--- src/rtl/gen_habilita_pkg.sv ---
// gen_habilita_pkg: state encoding and synchronizer depth shared by gen_habilita
package gen_habilita_pkg;
  typedef enum logic {PARADO = 1'b0, CORRIENDO = 1'b1} estado_t;
  localparam int SYNC_DEPTH = 2;
endpackage

--- src/rtl/gen_habilita_if.sv ---
// gen_habilita_if: button, divisor and enable signals of gen_habilita
// master: drives Arranque/Parada/[Paso]/Divisor, reads E/Activo; slave: the converse
// Paso exists only when GEN_HABILITA_PASO_EN is defined
interface gen_habilita_if #(parameter int DIV_W = 16);
  logic Arranque;
  logic Parada;
`ifdef GEN_HABILITA_PASO_EN
  logic Paso;
`endif
  logic [DIV_W-1:0] Divisor;
  logic E;
  logic Activo;
`ifdef GEN_HABILITA_PASO_EN
  modport master(output Arranque, Parada, Paso, Divisor, input E, Activo);
  modport slave(input Arranque, Parada, Paso, Divisor, output E, Activo);
`else
  modport master(output Arranque, Parada, Divisor, input E, Activo);
  modport slave(input Arranque, Parada, Divisor, output E, Activo);
`endif
endinterface

--- src/rtl/gen_habilita_sincronizador.sv ---
// sincronizador: 2-FF synchronizer plus rising-edge detector, one pulse per press
// CK clock, R async active-high reset, d async level in, pulso one-cycle event out
module sincronizador
  import gen_habilita_pkg::*;
(
  input  logic CK,
  input  logic R,
  input  logic d,
  output logic pulso
);
  logic [SYNC_DEPTH-1:0] s;
  logic prev;
  always_ff @(posedge CK or posedge R)
    if (R) begin
      s <= '0;
      prev <= 1'b0;
    end else begin
      s <= {s[SYNC_DEPTH-2:0], d};
      prev <= s[SYNC_DEPTH-1];
    end
  assign pulso = s[SYNC_DEPTH-1] & ~prev;
endmodule

--- src/rtl/gen_habilita.sv ---
// gen_habilita: run/stop FSM with prescaler producing a one-cycle enable pulse E
// CK clock, R async active-high reset, b (slave): Arranque/Parada/[Paso] buttons,
// Divisor (E period = Divisor+1), E enable pulse, Activo high while running
// GEN_HABILITA_PASO_EN adds the Paso single-step button
module gen_habilita
  import gen_habilita_pkg::*;
#(parameter int DIV_W = 16)
(
  input logic CK,
  input logic R,
  gen_habilita_if.slave b
);
  estado_t estado, estado_n;
  logic ev_arr, ev_par, ev_paso, fin, e_q, e_n;
  logic [DIV_W-1:0] pre, pre_n;
  sincronizador u_arr (.CK(CK), .R(R), .d(b.Arranque), .pulso(ev_arr));
  sincronizador u_par (.CK(CK), .R(R), .d(b.Parada), .pulso(ev_par));
`ifdef GEN_HABILITA_PASO_EN
  sincronizador u_paso (.CK(CK), .R(R), .d(b.Paso), .pulso(ev_paso));
`else
  assign ev_paso = 1'b0;
`endif
  // >= rather than == so a Divisor lowered below pre yields one pulse, not a wrap
  assign fin = pre >= b.Divisor;
  always_comb begin
    estado_n = ev_par ? PARADO : (ev_arr ? CORRIENDO : estado);
    pre_n = (estado == CORRIENDO && !fin) ? pre + 1'b1 : '0;
    e_n = (estado == CORRIENDO) ? fin : ev_paso;
  end
  always_ff @(posedge CK or posedge R)
    if (R) begin
      estado <= PARADO;
      pre <= '0;
      e_q <= 1'b0;
    end else begin
      estado <= estado_n;
      pre <= pre_n;
      e_q <= e_n;
    end
  assign b.E = e_q;
  assign b.Activo = estado == CORRIENDO;
endmodule
--- src/flat_wrapper.sv ---
// flat-port wrapper written by rule: the top's interface ports become plain ports
module gen_habilita_flat import gen_habilita_pkg::*;
#(parameter int DIV_W = 16)
  (CK, R, b_Arranque, b_Parada, b_Divisor, b_E, b_Activo);
  gen_habilita_if #(.DIV_W(DIV_W)) b_i ();
  input logic CK;
  input logic R;
  input wire logic [$bits(b_i.Arranque)-1:0] b_Arranque;
  input wire logic [$bits(b_i.Parada)-1:0] b_Parada;
  input wire logic [$bits(b_i.Divisor)-1:0] b_Divisor;
  output wire logic [$bits(b_i.E)-1:0] b_E;
  output wire logic [$bits(b_i.Activo)-1:0] b_Activo;
  assign b_i.Arranque = b_Arranque;
  assign b_i.Parada = b_Parada;
  assign b_i.Divisor = b_Divisor;
  assign b_E = b_i.E;
  assign b_Activo = b_i.Activo;
  gen_habilita #(.DIV_W(DIV_W)) u_core (.CK(CK), .R(R), .b(b_i));
endmodule
--- config.mk ---
export PLATFORM = sky130hd
export DESIGN_NAME = gen_habilita_flat
export DESIGN_NICKNAME = d
export VERILOG_FILES = /design/src/rtl/gen_habilita_pkg.sv /design/src/rtl/gen_habilita_if.sv /design/src/rtl/gen_habilita_sincronizador.sv /design/src/rtl/gen_habilita.sv /design/src/flat_wrapper.sv
export SDC_FILE = /design/constraint.sdc
export NUM_CORES = 1
export LEC_CHECK = 0
export CAP_MARGIN = 20
export CELL_PAD_IN_SITES_DETAIL_PLACEMENT = 0
export CELL_PAD_IN_SITES_GLOBAL_PLACEMENT = 2
export CORE_MARGIN = 2
export CORE_UTILIZATION = 35
export CTS_BUF_LIST = sky130_fd_sc_hd__clkbuf_4 sky130_fd_sc_hd__clkbuf_8
export DETAILED_ROUTE_END_ITERATION = 16
export GPL_ROUTABILITY_DRIVEN = 1
export GPL_TIMING_DRIVEN = 0
export MAX_ROUTING_LAYER = met4
export PLACE_DENSITY_LB_ADDON = 0.05
export REMOVE_ABC_BUFFERS = 1
export SLEW_MARGIN = 20
export SYNTH_ARGS = -nofsm -noshare
export SYNTH_HDL_FRONTEND = slang
export SYNTH_SLANG_ARGS = --single-unit
--- constraint.sdc ---
create_clock -name CK -period 2.8 [get_ports CK]
set_clock_uncertainty 0.05 [all_clocks]
set_input_delay 0.7 -clock CK [delete_from_list [all_inputs] [get_ports CK]]
set_output_delay 0.7 -clock CK [all_outputs]
set_load 0.1 [all_outputs]
==> run_results.csv <==
group,metric,value,unit
placed_design,post-dp-hpwl,2359,µm
pwr,sw_frac_of_total,23.39,%
timing,worst_slew_margin_rel,35.67,%
detailed_routing,detail_route.drc_violations,0,
placed_design,io_buffer_count,21,
finish,final-instance-count-excl-fill,221,
clocking,cts_hold_buf,0,
status,status,"complete, no violations",
worst_setup_path,ff2ff_setup_slack,0.66,ns
pwr,switching_power,0.0001852,W
worst_setup_path,worst_ep_arrival_time,1.88,ns
worst_setup_path,crit_path_cell_trace,"clkdlybuf4s50_1",
clocking,clock_tree_from_tritoncts,"built",
worst_setup_path,critical_path.slowest_cell,"clkdlybuf4s50_1",
timing,fin_crit_sh,93.89,%
worst_setup_path,critical_path_buf_inv_count,1,
placed_design,gp_congestion,0.7885,
finish,drive_gt1_share,8.187,%
pwr,vdd_ir_drop_max,0.0003989,V
clocking,clock_insertion_delay_at_the_later_pin_of_the_skew_report,0.26,ns
detailed_routing,vias_per_cell,5.072,
clocking,clockBufferDepth,2,
pwr,power.share.sequential,46.9,%
die,die_area,4739,µm²
timing,max_clock_freq,380.4,MHz
detailed_routing,detail-route-antenna-nets,0,
detailed_routing,detail_route.wl_per_cell,14.31,µm
logic_synthesis,number_of_warnings_reported_in_the_yosys_synthesis_log,0,
timing,timing.final.crit_period,2.629,ns
logic_synthesis,synth_seq_cells,24,
logic_synthesis,netlist_area,1471,µm²
placed_design,placed_area,1740,µm²
clocking,clock_sinks,24,
die,dieWidth,68.84,µm
die,rows,23,
die,coreArea,4029,µm²
worst_setup_path,worst_path_dominant_cell_family,"buffers and inverters",
logic_synthesis,synth_area_per_cell,10.08,µm²
clocking,numCtsBuffers,3,
placed_design,placed_cells,215,
finish,antenna-diode-count,0,
pwr,power.static_leakage,0.8905,nW
pwr,power-per-cell-area,427.7,nW/µm²
finish,fin_util,45.96,%
logic_synthesis,synth.yosys.seq_area_share,40.82,%
finish,flow.area_growth_from_synthesis,25.85,%
die,initial_utilization,36.52,%
grt,grt_start_max_net_pins,25,
pwr,cell_internal_pwr,0.0006068,W
worst_setup_path,critPathRequiredTime,2.05,ns
worst_hold_path,hp-class,"register to register",
worst_setup_path,critical_path_class,"register to output pin",
timing,grt_setup_unrepaired,"false",
grt,grt_util_all_layers,16.21,%
logic_synthesis,synth_cell_types,33,
die,num_io_pins,22,
finish,final_nets,209,
clocking,worst_setup_hold_path_clk_slew,0.08,ns
grt,grt_antenna_before_repair,0,
detailed_routing,firstDrtPassIters,4,
timing,worst-slew-pin-transition,0.9619,ns
grt,globalRoute.totalOverflow,0,
finish,fin_area,1852,µm²
grt,first_pass_grt_wire_length,5492,µm
detailed_routing,first_iter_violations,33,
flow_run,max_cap_violations,0,
pwr,power_frac_comb,15.4,%
detailed_routing,route.final.wire_length,3162,µm
logic_synthesis,synth_cells,146,
timing,setup-violations-final,0,
worst_setup_path,critPathLaunchType,"register",
die,dieHeight,68.84,µm
finish,layout_common_cells,"24 x dfrtp_1, 22 x inv_1, 21 x clkdlybuf4s50_1",
finish,most_common_library_cell_in_the_layout_ignoring_fill_and_taps,"dfrtp_1",
clocking,clock-root-buffer,"clkbuf_8",
timing,timing.final.max_slew_violations,0,
detailed_routing,via_count,1121,
clocking,cts_max_level,1,
timing,final_hold_viol_count,0,
pwr,power_frac_clock,37.7,%
worst_setup_path,critical_path_peak_fanout,4,
worst_setup_path,worstSetupEndpointType,"output pin",
grt,grt_pass1_vias,1081,
worst_setup_path,peak_per_stage_delay_on_the_critical_path,1.17,ns
## area by class of cell
class / instances / area, µm²
fill: 383 / 2177
multi-input combinational: 98 / 784.5
sequential: 24 / 600.6
timing repair buffer: 23 / 250.2
inverter: 22 / 82.58
tap: 50 / 62.56
clock buffer: 3 / 41.29
clock inverter: 1 / 30.03
## per-layer routing
layer  vias to the layer above  share of wire, %  track usage, %
met5                         -                 0               -
met4                         0              0.25           2.206
met3                         2               3.3           3.409
met2                        14                48           25.36
met1                       533                49           22.34
li1                        572                 -               -
## synth_stat cells, drive strengths merged
cell | instances | area (µm²)
nand3 | 8 | 45.04
nand2 | 5 | 18.77
and3 | 3 | 20.02
ha | 17 | 212.7
or4 | 1 | 11.26
o311ai | 1 | 26.28
o2111ai | 1 | 8.760
o21ai | 1 | 5.000
xor2 | 5 | 43.79
and4 | 2 | 20.02
a21o | 3 | 22.52
nor3 | 18 | 90.09
a21oi | 5 | 25.02
o21a | 2 | 15.01
a41o | 1 | 10.01
nor4 | 3 | 18.77
o31ai | 3 | 27.52
nand4b | 1 | 8.760
nor2 | 1 | 3.750
xnor2 | 8 | 70.07
a211oi | 2 | 20.02
dfrtp | 24 | 600.6
nand2b | 1 | 6.260
a2111oi | 1 | 15.01
nand4 | 5 | 31.28
buf | 2 | 12.51
inv | 22 | 82.58
## path summary, 6_finish.rpt
check / to / start / cells past startpoint
worst max-delay path: b_Activo / u_core.b.Activo / 1
worst min-delay path: u_core.u_arr.s[1] / u_core.u_arr.s[0] / 0
worst max register to register: u_core.pre[15] / u_core.pre[0] / 7
worst min register to register: u_core.u_arr.s[1] / u_core.u_arr.s[0] / 0
max in group asynchronous: u_core.pre[14] / R / 2
min in group asynchronous: u_core.u_par.s[0] / R / 2
## registers in the layout, indices dropped and copies added, names as in the netlist
| register | cells |
|---|---|
| u_core.b.Activo | 1 |
| u_core.b.E | 1 |
| u_core.pre | 16 |
| u_core.u_arr.prev | 1 |
| u_core.u_arr.s | 2 |
| u_core.u_par.prev | 1 |
| u_core.u_par.s | 2 |
## logic make-up after synthesis
| kind of cell | count (synthesis) | share of synthesized area (%) |
|---|---|---|
| buf+inv | 24 | 6.463 |
| flops | 24 | 40.82 |
| simple gates | 48 | 18.62 |
| xor+xnor | 13 | 7.738 |
| compound gates | 20 | 11.90 |
| fa+ha+maj | 17 | 14.46 |
## power groups by stage
stage / combinational (W) / clock (W) / sequential [W]
2_1_floorplan: 0.0000559 / 0 / 0.000386
5_1_grt: 0.000139 / 0.000324 / 0.000374
6_report: 0.000122 / 0.000298 / 0.000372
3_5_place_dp: 0.000116 / 0 / 0.000379
4_1_cts: 0.000117 / 0.000310 / 0.000372
3_3_place_gp: 0.000110 / 0 / 0.000378
## through the flow
stage	total power [W]	hold WS, ns	TNS [ns]	worst slack (ns)
after floorplan	0.0004417	0.2812	0	0.3756
after global placement	0.0004887	0.2814	-8.211	-0.5174
after detailed placement	0.0004949	0.2858	-3.803	-0.2412
after CTS	0.0007990	0.3067	0	0.03270
after global routing	0.0008376	0.3186	0	0.09174
final	0.0007920	0.3020	0	0.1712
## what timing repair did
action,CTS,global route
gates resized for setup,0,0
setup endpoints to repair,0,17
setup buffers,0,2
Power figures use the tool's default switching activity.
